$ cat src/rtl/uart_pkg.sv
// Shared UART definitions: FSM state encoding, data width and the bus addresses
// that the address decoder also uses.
package uart_pkg;

  typedef enum logic [2:0] {
    IDLE   = 3'd0,
    START  = 3'd1,
    DATA   = 3'd2,
    PARITY = 3'd3,
    STOP   = 3'd4
  } state_t;

  localparam int DATA_BITS = 8;

  localparam logic [31:0] UART_DATA_ADDR   = 32'h0000_4000;
  localparam logic [31:0] UART_STATUS_ADDR = 32'h0000_4004;

endpackage

$ cat src/rtl/uart_baud_gen.sv
// Bit-period counter: counts 0..CLKS_PER_BIT-1 and wraps, with a synchronous clear.
// bit_end marks the last cycle of a bit; near_end marks the cycle before it.
module uart_baud_gen #(
  parameter int CLKS_PER_BIT = 16
) (
  input  logic clk,
  input  logic rst_n,
  input  logic clear,
  output logic bit_end,
  output logic near_end
);

  localparam int CW = (CLKS_PER_BIT > 1) ? $clog2(CLKS_PER_BIT) : 1;
  localparam logic [CW-1:0] LAST = CW'(CLKS_PER_BIT - 1);
  localparam logic [CW-1:0] PRE  = CW'(CLKS_PER_BIT - 2);

  logic [CW-1:0] cnt;

  always_ff @(posedge clk) begin
    if (!rst_n || clear) begin
      cnt <= '0;
    end else if (cnt == LAST) begin
      cnt <= '0;
    end else begin
      cnt <= cnt + CW'(1);
    end
  end

  assign bit_end  = (cnt == LAST);
  assign near_end = (cnt == PRE);

endmodule

$ cat src/rtl/uart_tx.sv
// Memory-mapped UART transmitter, 8N1 framing, LSB first, all outputs registered.
// Define UART_TX_PARITY_EN to insert an even-parity bit between data and stop.
module uart_tx
  import uart_pkg::*;
#(
  parameter int CLK_FREQ     = 50000000,
  parameter int BAUD         = 115200,
  parameter int CLKS_PER_BIT = CLK_FREQ / BAUD
) (
  input  logic       clk,
  input  logic       rst_n,
  input  logic       wr_en,
  input  logic [7:0] wr_data,
  output logic       tx,
  output logic       busy,
  output logic       tx_done
);

  state_t     state;
  logic [7:0] shift;
  logic [2:0] bit_idx;
  logic       bit_end;
  logic       near_end;
`ifdef UART_TX_PARITY_EN
  logic       parity;
`endif

  // Counter is held at zero while idle so every frame starts on a fresh bit period.
  uart_baud_gen #(
    .CLKS_PER_BIT(CLKS_PER_BIT)
  ) u_baud (
    .clk     (clk),
    .rst_n   (rst_n),
    .clear   (state == IDLE),
    .bit_end (bit_end),
    .near_end(near_end)
  );

  always_ff @(posedge clk) begin
    if (!rst_n) begin
      state   <= IDLE;
      tx      <= 1'b1;
      busy    <= 1'b0;
      tx_done <= 1'b0;
      shift   <= '0;
      bit_idx <= 3'd0;
`ifdef UART_TX_PARITY_EN
      parity  <= 1'b0;
`endif
    end else begin
      tx_done <= 1'b0;
      case (state)
        IDLE: begin
          tx   <= 1'b1;
          busy <= 1'b0;
          if (wr_en) begin
            shift <= wr_data;
`ifdef UART_TX_PARITY_EN
            parity <= ^wr_data;
`endif
            state <= START;
            tx    <= 1'b0;
            busy  <= 1'b1;
          end
        end
        START: begin
          if (bit_end) begin
            state   <= DATA;
            bit_idx <= 3'd0;
            tx      <= shift[0];
          end
        end
        DATA: begin
          // tx is registered, so the next bit is loaded from shift[1] before shifting.
          if (bit_end) begin
            shift <= shift >> 1;
            if (bit_idx == 3'(DATA_BITS - 1)) begin
`ifdef UART_TX_PARITY_EN
              state <= PARITY;
              tx    <= parity;
`else
              state <= STOP;
              tx    <= 1'b1;
`endif
            end else begin
              bit_idx <= bit_idx + 3'd1;
              tx      <= shift[1];
            end
          end
        end
        PARITY: begin
`ifdef UART_TX_PARITY_EN
          if (bit_end) begin
            state <= STOP;
            tx    <= 1'b1;
          end
`else
          state <= IDLE;
`endif
        end
        STOP: begin
          if (near_end) tx_done <= 1'b1;
          if (bit_end) begin
            state <= IDLE;
            busy  <= 1'b0;
            tx    <= 1'b1;
          end
        end
        default: state <= IDLE;
      endcase
    end
  end

endmodule

$ cat config.mk
export PLATFORM = sky130hd
export DESIGN_NAME = uart_tx
export DESIGN_NICKNAME = d
export VERILOG_FILES = /design/src/rtl/uart_pkg.sv /design/src/rtl/uart_baud_gen.sv /design/src/rtl/uart_tx.sv
export SDC_FILE = /design/constraint.sdc
export NUM_CORES = 1
export LEC_CHECK = 0
export BUFFER_PORTS_ARGS = -buffer_cell sky130_fd_sc_hd__buf_2
export CAP_MARGIN = 40
export CORE_MARGIN = 2
export CORE_UTILIZATION = 40
export CTS_BUF_LIST = sky130_fd_sc_hd__clkbuf_8
export CTS_CLUSTER_SIZE = 25
export DETAILED_ROUTE_END_ITERATION = 10
export PLACE_DENSITY = 0.66
export SLEW_MARGIN = 20
export SYNTH_ARGS = -nofsm -noshare
export SYNTH_HDL_FRONTEND = slang
export SYNTH_HIERARCHICAL = 1
export SYNTH_SLANG_ARGS = --single-unit
$ cat constraint.sdc
create_clock -name clk -period 2.8 [get_ports clk]
set_input_delay 0.14 -clock clk [delete_from_list [all_inputs] [get_ports clk]]
set_output_delay 0.14 -clock clk [all_outputs]
set_load 0.02 [all_outputs]
Word-level counts from Yosys, hierarchy flattened. Index checks and enable logic that the tools add are counted.

Register bits after elaboration: 26. Output and inout bits: 3. Bits of input ports: 11.

Equality and inequality tests: 12. Add/subtract/negate cells: 2. Mux-type cells: 22. Reductions and logical operators: 14.

Operators with widths (count): $mux W3 (7); $eq A9 B9 Y1 const B (2); $mux W8 (2); $pmux W8 S2 (1); $ne A2 B2 Y1 const B (6); $pmux W3 S4 (1); $add A9 B1 Y9 const B (1); $mux W1 (8); $reduce_and A4 Y1 (2); $eq A3 B3 Y1 const B (2); $pmux W3 S2 (1); $reduce_bool A2 Y1 (3); $reduce_and A5 Y1 (1); $pmux W1 S4 (1); $reduce_and A2 Y1 (2); $reduce_bool A4 Y1 (1); $add A3 B1 Y3 const B (1); $eq A3 B1 Y1 const B (1); $eq A3 B2 Y1 const B (1); $logic_not A3 Y1 (1); $reduce_and A3 Y1 (1); $pmux W1 S2 (1); $reduce_or A2 Y1 (1); $logic_not A1 Y1 (1); $logic_or A1 B1 Y1 (1).

Depth between registers and ports, before layout. Gate-level depths: netlist of run 1.

Word-level depth: 4. Gate-level depth with buffers: 9. Depth with buffers taken out: 8.

Cells and area by module. Netlist of run 1, hierarchy kept.

By module, submodules not included: uart_tx (cells an instance 94, seq. area each 340.3 µm², area each 913.4 µm², times used 1); uart_baud_gen (cells an instance 49, seq. area each 180.2 µm², area each 436.7 µm², times used 1).

Least setup slack after synthesis of run 1. No wires, ideal clock.

Path kind: flip-flop to flip-flop. From: register u_baud.cnt[6]. To: register tx. Cell stages (with the launch flop): 7. Path buffers: 0. Data arrival time: 2.227 ns. Period minus slack after synthesis: 2.348 ns. Setup slack: 0.452 ns. Cell sequence: dfxtp_1 > or4b_4 > nor3_1 > inv_1 > maj3_2 > o22ai_1 > mux2_2.

Longest elaborated chain between the ends: 3.

Ends and longest elaborated chain: start, declared (RTL line uart_baud_gen.sv:17) `logic [CW-1:0] cnt;`; start signal, assigned (RTL line uart_baud_gen.sv:25) `cnt <= cnt + CW'(1);`; $eq A9 B9 Y1 * (RTL line uart_baud_gen.sv:29) `assign bit_end = (cnt == LAST);`; net bit_end (RTL line uart_tx.sv:22) `logic bit_end;`; $ne A2 B2 Y1 (no source line); $reduce_and A4 Y1 (no source line) *; end signal, assigned (RTL line uart_tx.sv:70) `tx <= shift[0];`; end signal, assigned (RTL line uart_tx.sv:87) `tx <= shift[1];`; end, declared (RTL line uart_tx.sv:14) `output logic tx,`.

Mark *: on every way through the listed nets, which the timed path passes. The rest lies on a longest branch. A chain may end at the register's enable or synchronous reset.

Worst setup path after layout of run 1. Ends and elaborated chain as after synthesis.

==> flow_summary.toml, run 1 <==
[outcome]
run_status = "completed"

[final_layout]
fin_nets = 172
layout_commonest_cell = "dfxtp_1"
drive_gt1_share_pct = 16.9
final_cell_area_sq_mm = 0.00148
area_growth_pct = 9.27
antennaDiodeCount = 0
fillCellCount = 320
most-common-layout-cells = "26 x dfxtp_1, 13 x buf_2, 11 x nand2_1"

[worst_setup_path]
path_cells = "or4b_4 -> nor3_1 -> buf_4 -> inv_1 -> maj3_2 -> o22ai_1 -> mux2_2"
critPathMaxStageDelay_ps = 570
critPathKind = "flop to flop"
endpoint_kind = "flop"
cp_slowest_cell = "or4b_4"
critPathMaxFanout = 8
start_kind = "flop"
critPathRequiredTime_ps = 2960
worstPathArrival_ps = 2380

[sta]
relSlewSlack_pct = 53.9
slew_violations = 0
worst_slack_ps = 581
tightest_slew_ps = 689
setup_viol = 0
finalCriticalPeriod_ps = 2220
hold_viol = 0
hold_ws_ps = 189
fin_crit_sh_pct = 79.2
max_freq_mhz = 451
clock_skew_ps = 9.03
setup_tns_ps = 0
grt_setup_unrepaired = "no"

[synth]
synth_fp_nets = 159
synthFlopType = "dfxtp_1"
synth_edf_count = 0
synth.yosys.seq_area_share_pct = 38.6
synth_top_area_cell = "dfxtp_1"
synthCells = 143
ys_ff_latch = 26
syn_area_per_cell_sq_um = 9.44
synthTopCellsByArea = "dfxtp_1 39%, mux2i_1 6.7%, o211a_1 5.2%"
ys_async_sr_fraction_pct = 0
synth_top_cell_area_share_pct = 38.6
synth_area_sq_mm = 0.00135
netlist-cell-type-count = 44
ys_warn_count = 6

[clock_network]
cts_setup_buffers = 0
clkLatencyLatePin_ps = 270
ctsLongestPathBuffers = 2
cts_max_level = 1
cts_tree = "yes"
cts_made_buffers = 3
cts_hold_buf = 0
cts.sinks = 26
cts_root_buffer = "clkbuf_8"
ctsResizeCount = 0
clk_pin_slew_worst_paths_ps = 90

[drt]
ant_nets = 0
drcViolationCount = 0
first_pass_iters = 4
drt_iter0_markers = 25
avgRoutedWirePerCell_um = 11.9
wl_um = 2390
vias = 1050
vias_per_cell = 5.25

[global_routing]
grt_pass1_vias = 1029
grt.met1_usage_pct = 15.5
grt_use_total_pct = 14.6
grt_pass1_wl_um = 4160
grt-ovfl-total = 0
grt_max_degree = 19
grt_use_met3_pct = 3.73
grt_antenna_before_repair = 0
gr-usage-met2_pct = 27.4
top_usage_layer = "met2"

[hold_path]
hold_class = "input pin to flop"

[die]
core-area_sq_mm = 0.00328
die_x_um = 62.1
row_count = 21
io_pins = 14
initial_core_util_pct = 41.1
dieArea_sq_mm = 0.00386
die_height_um = 62.1

[power]
p_leak_nw = 0.601
p_total_mw = 0.657
power.density_mw_per_mm2 = 445
worst_ir_drop_vdd_mv = 0.242

[placement]
dp_slack_ps = 586
dp_hpwl_um = 1770
place.port_buffers = 13
placed_area_sq_mm = 0.00143
routabilityCongestion = 0.800

[run]
cap_violations = 0
registers in the layout (all words and copies together), names as in the netlist:
register    flops
tx_done         1
busy            1
state           3
u_baud/cnt      9
bit_idx         3
tx              1
shift           8
per-layer routing:
layer	vias up	routed length (um)	share of wire [%]
met2	10	1290	54
met5	-	0	0
met3	2	65	2.7
met4	0	15	0.63
met1	509	1020	43
li1	529	-	-
final cells by class:
class	instances	area (sq um)	area share (%)
multi-input combinational	101	746	50.6
timing repair buffer	14	72.6	4.92
clock buffer	3	41.3	2.80
sequential	26	520	35.3
tap	46	57.6	3.90
inverter	10	37.5	2.54
synth_stat cells (2+ instances only):
| library cell | count |
|---|---|
| o22ai_1 | 2 |
| o21ai_0 | 5 |
| buf_4 | 2 |
| o211a_1 | 7 |
| ha_1 | 5 |
| a22oi_1 | 4 |
| nand3_1 | 3 |
| or3_1 | 4 |
| buf_6 | 2 |
| mux2i_1 | 9 |
| nand2b_1 | 3 |
| nor3_1 | 3 |
| nor2_1 | 8 |
| inv_1 | 10 |
| a21oi_1 | 4 |
| dfxtp_1 | 26 |
| nor2b_1 | 7 |
| xor2_1 | 2 |
| nand4_1 | 2 |
| nand2_1 | 11 |
critical path, delay by kind of cell (launching register included):
family	cells	cell delay, ps
mux	1	350
buf+inv	2	230
compound gates	1	150
fa+ha+maj	1	300
simple gates	2	760
flops	1	350
report_power, final:
group	total [mW]	leakage, nW	switching (mW)	internal (mW)
Combinational	0.0599	0.367	0.0308	0.0291
Sequential	0.395	0.212	0.0115	0.383
Clock	0.202	0.0216	0.106	0.0962
Total	0.657	0.601	0.148	0.508
through the flow:
stage	utilization [%]	instances
3_3_place_gp	43.7	197
5_1_grt	44.9	200
4_1_cts	44.9	200
2_1_floorplan	-	143
6_report	44.9	200
3_5_place_dp	43.7	197
worst paths after layout:
path	slack (ps)	cells past startpoint	from	endpoint
hold / removal	190	3	wr_en	state[0]$_SDFFE_PN0P_
setup reg to reg	580	7	u_baud/cnt[6]$_SDFF_PP0_	tx$_SDFFE_PN1P_
setup / recovery	580	7	u_baud/cnt[6]$_SDFF_PP0_	tx$_SDFFE_PN1P_
hold reg to reg	480	1	u_baud/cnt[0]$_SDFF_PP0_	u_baud/cnt[0]$_SDFF_PP0_
cells by family (layout without fill, tap and decap cells):
group,count (synthesis),count (layout),synth area share [%]
and+or+nand+nor,53,53,23.3
AOI/OAI and AO/OA,29,29,17.1
DFF,26,26,38.6
buffers and inverters,16,27,6.21
muxes,10,10,7.51
adders and majority gates,6,6,5.47
xor gates and xnor gates,3,3,1.95
Note: power is estimated with default switching activity, not from simulation.
==> run 2: changes to the inputs <==
--- a/config.mk
+++ b/config.mk
@@ -5,6 +5,7 @@
 export SDC_FILE = /design/constraint.sdc
 export NUM_CORES = 1
 export LEC_CHECK = 0
+export ABC_AREA = 1
 export BUFFER_PORTS_ARGS = -buffer_cell sky130_fd_sc_hd__buf_2
 export CAP_MARGIN = 40
 export CORE_MARGIN = 2
==> constraint.sdc (replaced) <==
create_clock -name clk -period 2.05 [get_ports clk]
set_input_delay 0.1025 -clock clk [delete_from_list [all_inputs] [get_ports clk]]
set_output_delay 0.1025 -clock clk [all_outputs]
set_load 0.02 [all_outputs]
==> flow_summary.toml, run 2 <==
[outcome]
run_status = "completed"

[worst_setup_path]
critPathMaxStageDelay_ps = 340
critPathKind = "flop to flop"
worstPathArrival_ps = 1840
critPathMaxFanout = 7
crit_path_frequent_cell = "inv_1"
endpoint_kind = "flop"
critPathRequiredTime_ps = 2260
path_cells = "inv_1 -> ha_1 -> nand2_1 -> nor2_1 -> nand2_2 -> inv_1 -> inv_1 -> nor2_4 -> inv_2 -> nand2_4 -> o21ai_1 -> nor2_1"
cp_slowest_cell = "dfxtp_1"
start_kind = "flop"

[final_layout]
register_area_sq_um = 520
multiInputGateArea_sq_um = 767
most-common-layout-cells = "60 x nand2_1, 33 x nor2_1, 26 x dfxtp_1"
final_cell_area_sq_mm = 0.00155
largest_reg_flops = 9
reg.largest.list = "u_baud/cnt: 9 flops, shift: 8 flops"
layout_commonest_cell = "nand2_1"
drive_gt1_share_pct = 15.8
fillCellCount = 373
regMostFlops = "u_baud/cnt"
fin_nets = 239
antennaDiodeCount = 0
area_growth_pct = 11.9

[die]
core-area_sq_mm = 0.00334
dieArea_sq_mm = 0.00395
io_pins = 14
die_x_um = 62.9
initial_core_util_pct = 41.5
row_count = 21
die_height_um = 62.9

[clock_network]
clk_pin_slew_worst_paths_ps = 90
cts_made_buffers = 3
clkLatencyLatePin_ps = 260
cts_root_buffer = "clkbuf_8"
cts_tree = "yes"
ctsLongestPathBuffers = 2
cts_max_level = 1
cts_setup_buffers = 0
ctsResizeCount = 0
cts.sinks = 26
cts_hold_buf = 0

[synth]
ys_top_cells_by_count = "60 x nand2_1, 33 x nor2_1, 26 x dfxtp_1, 19 x inv_1, 16 x nand3_1"
synth_top_cell_area_share_pct = 37.5
synth_area_sq_mm = 0.00139
synth_mux_area_share_pct = 0
ys_async_sr_fraction_pct = 0
netlist-cell-type-count = 22
synth_fp_nets = 223
synthFlopType = "dfxtp_1"
synth_xor_area_share_pct = 1.26
ys_ff_latch = 26
synth-simple-area-share_pct = 40.5
synth-compound-area-share_pct = 9.03
synthTopCellsByArea = "dfxtp_1 38%, nand2_1 16%, nor2_1 8.9%"
syn_area_per_cell_sq_um = 6.70
synth_top_family_by_area = "simple AND/OR/NAND/NOR gates"
synth_top_area_cell = "dfxtp_1"
synthAdderAreaFrac_pct = 4.51
synthCells = 207
synth_edf_count = 0
synth.yosys.seq_area_share_pct = 37.5
yosysMostFrequentCell = "nand2_1"
ys_warn_count = 6

[global_routing]
grt_use_total_pct = 15.1
grt_pass1_vias = 1150
grt_antenna_before_repair = 0
grt_pass1_wl_um = 5000
grt_max_degree = 17
grt-ovfl-total = 0

[power]
p_total_mw = 1.62
p_leak_nw = 0.687
worst_ir_drop_vdd_mv = 0.400
power.density_mw_per_mm2 = 1050

[drt]
drt_iter0_markers = 56
drcViolationCount = 0
first_pass_iters = 4
ant_nets = 0
wl_um = 2680
vias = 1235
avgRoutedWirePerCell_um = 10.0
vias_per_cell = 4.61

[sta]
grt_setup_unrepaired = "no"
setup_tns_ps = 0
max_freq_mhz = 610
tightest_slew_ps = 315
fin_crit_sh_pct = 79.9
hold_viol = 0
relSlewSlack_pct = 78.9
setup_viol = 0
clock_skew_ps = 3.29
finalCriticalPeriod_ps = 1640
slew_violations = 0

[placement]
routabilityCongestion = 0.843
placed_area_sq_mm = 0.00150
place.port_buffers = 13
dp_hpwl_um = 2050

[hold_path]
hold_class = "input pin to flop"

[run]
cap_violations = 0
[run 2: changes by cell type in the layout (fill, tap and decap cells not counted), sizes merged, moves of 7 or more]
cell   previous run  this run
nor2              8        40
nand3             3        16
inv              10        23
nor2b             7         0
a21oi             4        13
mux2i             9         0
o211a             7         0
nand2            11        66
[run 2: worst max-delay path, delay by kind of cell (launching register included)]
family / cells / cell delay (ps)
adders and majority gates: 1 / 150
buffers and inverters: 4 / 390
DFF: 1 / 340
AOI/OAI and AO/OA: 1 / 70
and+or+nand+nor: 6 / 620
[run 2: routing by layer]
metal	share of wire [%]	track usage, %
met2	43	23.5
met5	0	0
met4	0.86	4.17
met3	2.9	2.16
met1	53	21.6
[run 2: through the flow]
stage | hold slack [ps] | util [%] | setup slack, ps | instances
global route | 101 | 46.5 | 148 | 268
finish | 82.2 | 46.5 | 411 | 268
global placement | 370 | 44.8 | 478 | 264
detailed placement | 367 | 44.8 | 422 | 264
floorplan | 250 | - | 601 | 207
CTS | 77.1 | 46.5 | 403 | 268
[run 2: cells by family (layout without fill, tap and decap cells)]
family | Yosys count | in the layout
buf+inv | 25 | 40
fa+ha+maj | 5 | 5
xor+xnor | 2 | 2
flops | 26 | 26
simple gates | 125 | 125
compound gates | 24 | 24
[run 2: path summary, 6_finish.rpt]
path                            start                      end  slack, ps  cells past startpoint
max          u_baud/cnt[1]$_SDFF_PP0_    shift[4]$_SDFFE_PN0P_        410                     12
min                        wr_data[7]    shift[7]$_SDFFE_PN0P_         80                      3
max reg2reg  u_baud/cnt[1]$_SDFF_PP0_    shift[4]$_SDFFE_PN0P_        410                     12
min reg2reg   bit_idx[2]$_SDFFE_PN0P_  bit_idx[2]$_SDFFE_PN0P_        470                      2
[run 2: final cells by class]
type                       instances  area share, %
inverter                          23           5.56
multi-input combinational        156           49.4
tap                               46           3.71
clock buffer                       4           3.55
timing repair buffer              13           4.19
sequential                        26           33.5
[run 2: power by group]
group | leakage [nW] | internal [mW] | switching [mW]
sequential | 0.212 | 0.601 | 0.0873
clock | 0.0288 | 0.171 | 0.156
combinational | 0.446 | 0.210 | 0.399
==> run 3: changes to the inputs <==
==> constraint.sdc (replaced) <==
create_clock -name clk -period 1.7 [get_ports clk]
set_input_delay 0.085 -clock clk [delete_from_list [all_inputs] [get_ports clk]]
set_output_delay 0.085 -clock clk [all_outputs]
set_load 0.02 [all_outputs]
==> flow_summary.toml, run 3 (synthesis results as in run 2) <==
[placement]
place_inst = 266
dp_hpwl_um = 2010
routabilityCongestion = 0.852
placed_area_sq_mm = 0.00151
place.port_buffers = 13

[sta]
grt_setup_unrepaired = "no"
setup_tns_ps = 0
tightest_slew_ps = 299
relSlewSlack_pct = 80.0
hold_viol = 0
finalCriticalPeriod_ps = 1500
max_freq_mhz = 668
clock_skew_ps = 2.40
slew_violations = 0
setup_viol = 0
fin_crit_sh_pct = 88.0

[die]
initial_core_util_pct = 41.5
core-area_sq_mm = 0.00334
row_count = 21
io_pins = 14
die_height_um = 62.9
dieArea_sq_mm = 0.00395
die_x_um = 62.9

[power]
p_sw_share_pct = 37.3
worst_ir_drop_vdd_mv = 0.504
internal_power_mw = 1.30
sequentialPowerShare_pct = 39.5
p_total_mw = 2.08
p_leak_nw = 0.701
switchingPower_mw = 0.776
power.density_mw_per_mm2 = 1310
clkPwrFrac_pct = 24.5
power_frac_comb_pct = 36.0

[final_layout]
largest_reg_flops = 9
most-common-layout-cells = "60 x nand2_1, 33 x nor2_1, 26 x dfxtp_1"
fin_nets = 241
reg.largest.list = "u_baud/cnt: 9 flops, shift: 8 flops"
antennaDiodeCount = 0
finalNonFillerCells = 270
layout_commonest_cell = "nand2_1"
final_cell_area_sq_mm = 0.00158
drive_gt1_share_pct = 17.4
area_growth_pct = 14.2
regMostFlops = "u_baud/cnt"

[drt]
ant_nets = 0
wl_um = 2650
drcViolationCount = 0
avgRoutedWirePerCell_um = 9.80
vias = 1265
vias_per_cell = 4.69
first_pass_iters = 4
drt_iter0_markers = 62

[worst_setup_path]
crit_cells = 12
critPathMaxStageDelay_ps = 340
critPathRequiredTime_ps = 1910
critPathMaxFanout = 7
critPathKind = "flop to flop"
endpoint_kind = "flop"
critPathBufInv = 4
path_cells = "inv_1 -> ha_1 -> nand2_1 -> nor2_1 -> nand2_2 -> inv_2 -> inv_2 -> nor2_4 -> inv_2 -> nand2_4 -> o21ai_1 -> nor2_1"
crit_family = "simple AND/OR/NAND/NOR gates"
crit_path_frequent_cell = "inv_2"
rr_worst_depth = 12
start_kind = "flop"
worstPathArrival_ps = 1710
cp_slowest_cell = "dfxtp_1"

[global_routing]
grt_antenna_before_repair = 0
grt_pass1_wl_um = 5020
grt_use_total_pct = 15.3
grt_pass1_vias = 1199
grt_max_degree = 17
grt-ovfl-total = 0

[hold_path]
hold_class = "input pin to flop"
hold_depth = 3

[clock_network]
cts_tree = "yes"
cts_setup_buffers = 0
cts_max_level = 1
cts_root_buffer = "clkbuf_8"
clkLatencyLatePin_ps = 270
ctsLongestPathBuffers = 2
clk_pin_slew_worst_paths_ps = 90
cts_made_buffers = 3
cts.sinks = 26

[run]
cap_violations = 0

[outcome]
run_status = "completed"
[run 3: stage by stage]
| stage | hold WS, ps | utilization [%] | setup WS [ps] |
|---|---|---|---|
| after floorplan | 232 | - | 251 |
| after global placement | 352 | 45.3 | 145 |
| after detailed placement | 349 | 45.3 | 103 |
| after CTS | 50.8 | 47.4 | 78.7 |
| after global routing | 77.3 | 47.4 | 11.4 |
| final | 63.8 | 47.4 | 203 |
[run 3: power groups by stage]
stage | logic (mW) | registers (mW) | clock network [mW]
after floorplan | 0.571 | 0.844 | 0
after global placement | 0.756 | 0.837 | 0
after CTS | 0.754 | 0.822 | 0.536
after global routing | 0.873 | 0.839 | 0.549
after detailed placement | 0.751 | 0.836 | 0
final | 0.750 | 0.822 | 0.509
[run 3: what timing repair did]
action	CTS	global route
hold endpoints to repair	0	0
setup endpoints to repair	0	12
resized for setup	0	2
hold buffers	0	0
[run 3: final timing paths]
kind / endpoint / startpoint / slack [ps]
setup / recovery: shift[6]$_SDFFE_PN0P_ / u_baud/cnt[1]$_SDFF_PP0_ / 200
hold reg to reg: bit_idx[2]$_SDFFE_PN0P_ / bit_idx[2]$_SDFFE_PN0P_ / 470
hold / removal: shift[7]$_SDFFE_PN0P_ / wr_data[7] / 60
setup reg to reg: shift[6]$_SDFFE_PN0P_ / u_baud/cnt[1]$_SDFF_PP0_ / 200
[run 3: final cells by class]
class                      instances  area, sq um
fill                             354         1750
multi-input combinational        156          767
sequential                        26          520
inverter                          23         86.3
timing repair buffer              15         80.1
tap                               46         57.6
clock buffer                       3         41.3
clock inverter                     1         30.0
[run 3: per-layer routing]
metal | share of wire (%) | wire, um | vias to the layer above | track usage (%)
met5 | 0 | 0 | - | 0
met4 | 0.83 | 22 | 0 | 6.11
met3 | 5.3 | 139 | 2 | 3.42
met2 | 46 | 1200 | 25 | 24.1
met1 | 48 | 1280 | 557 | 20.2
li1 | - | - | 681 | -
[run 3: worst min-delay path, delay by kind of cell]
family          cells  cell delay [ps]
compound gates      1               50
buf+inv             1              100
simple gates        1               50
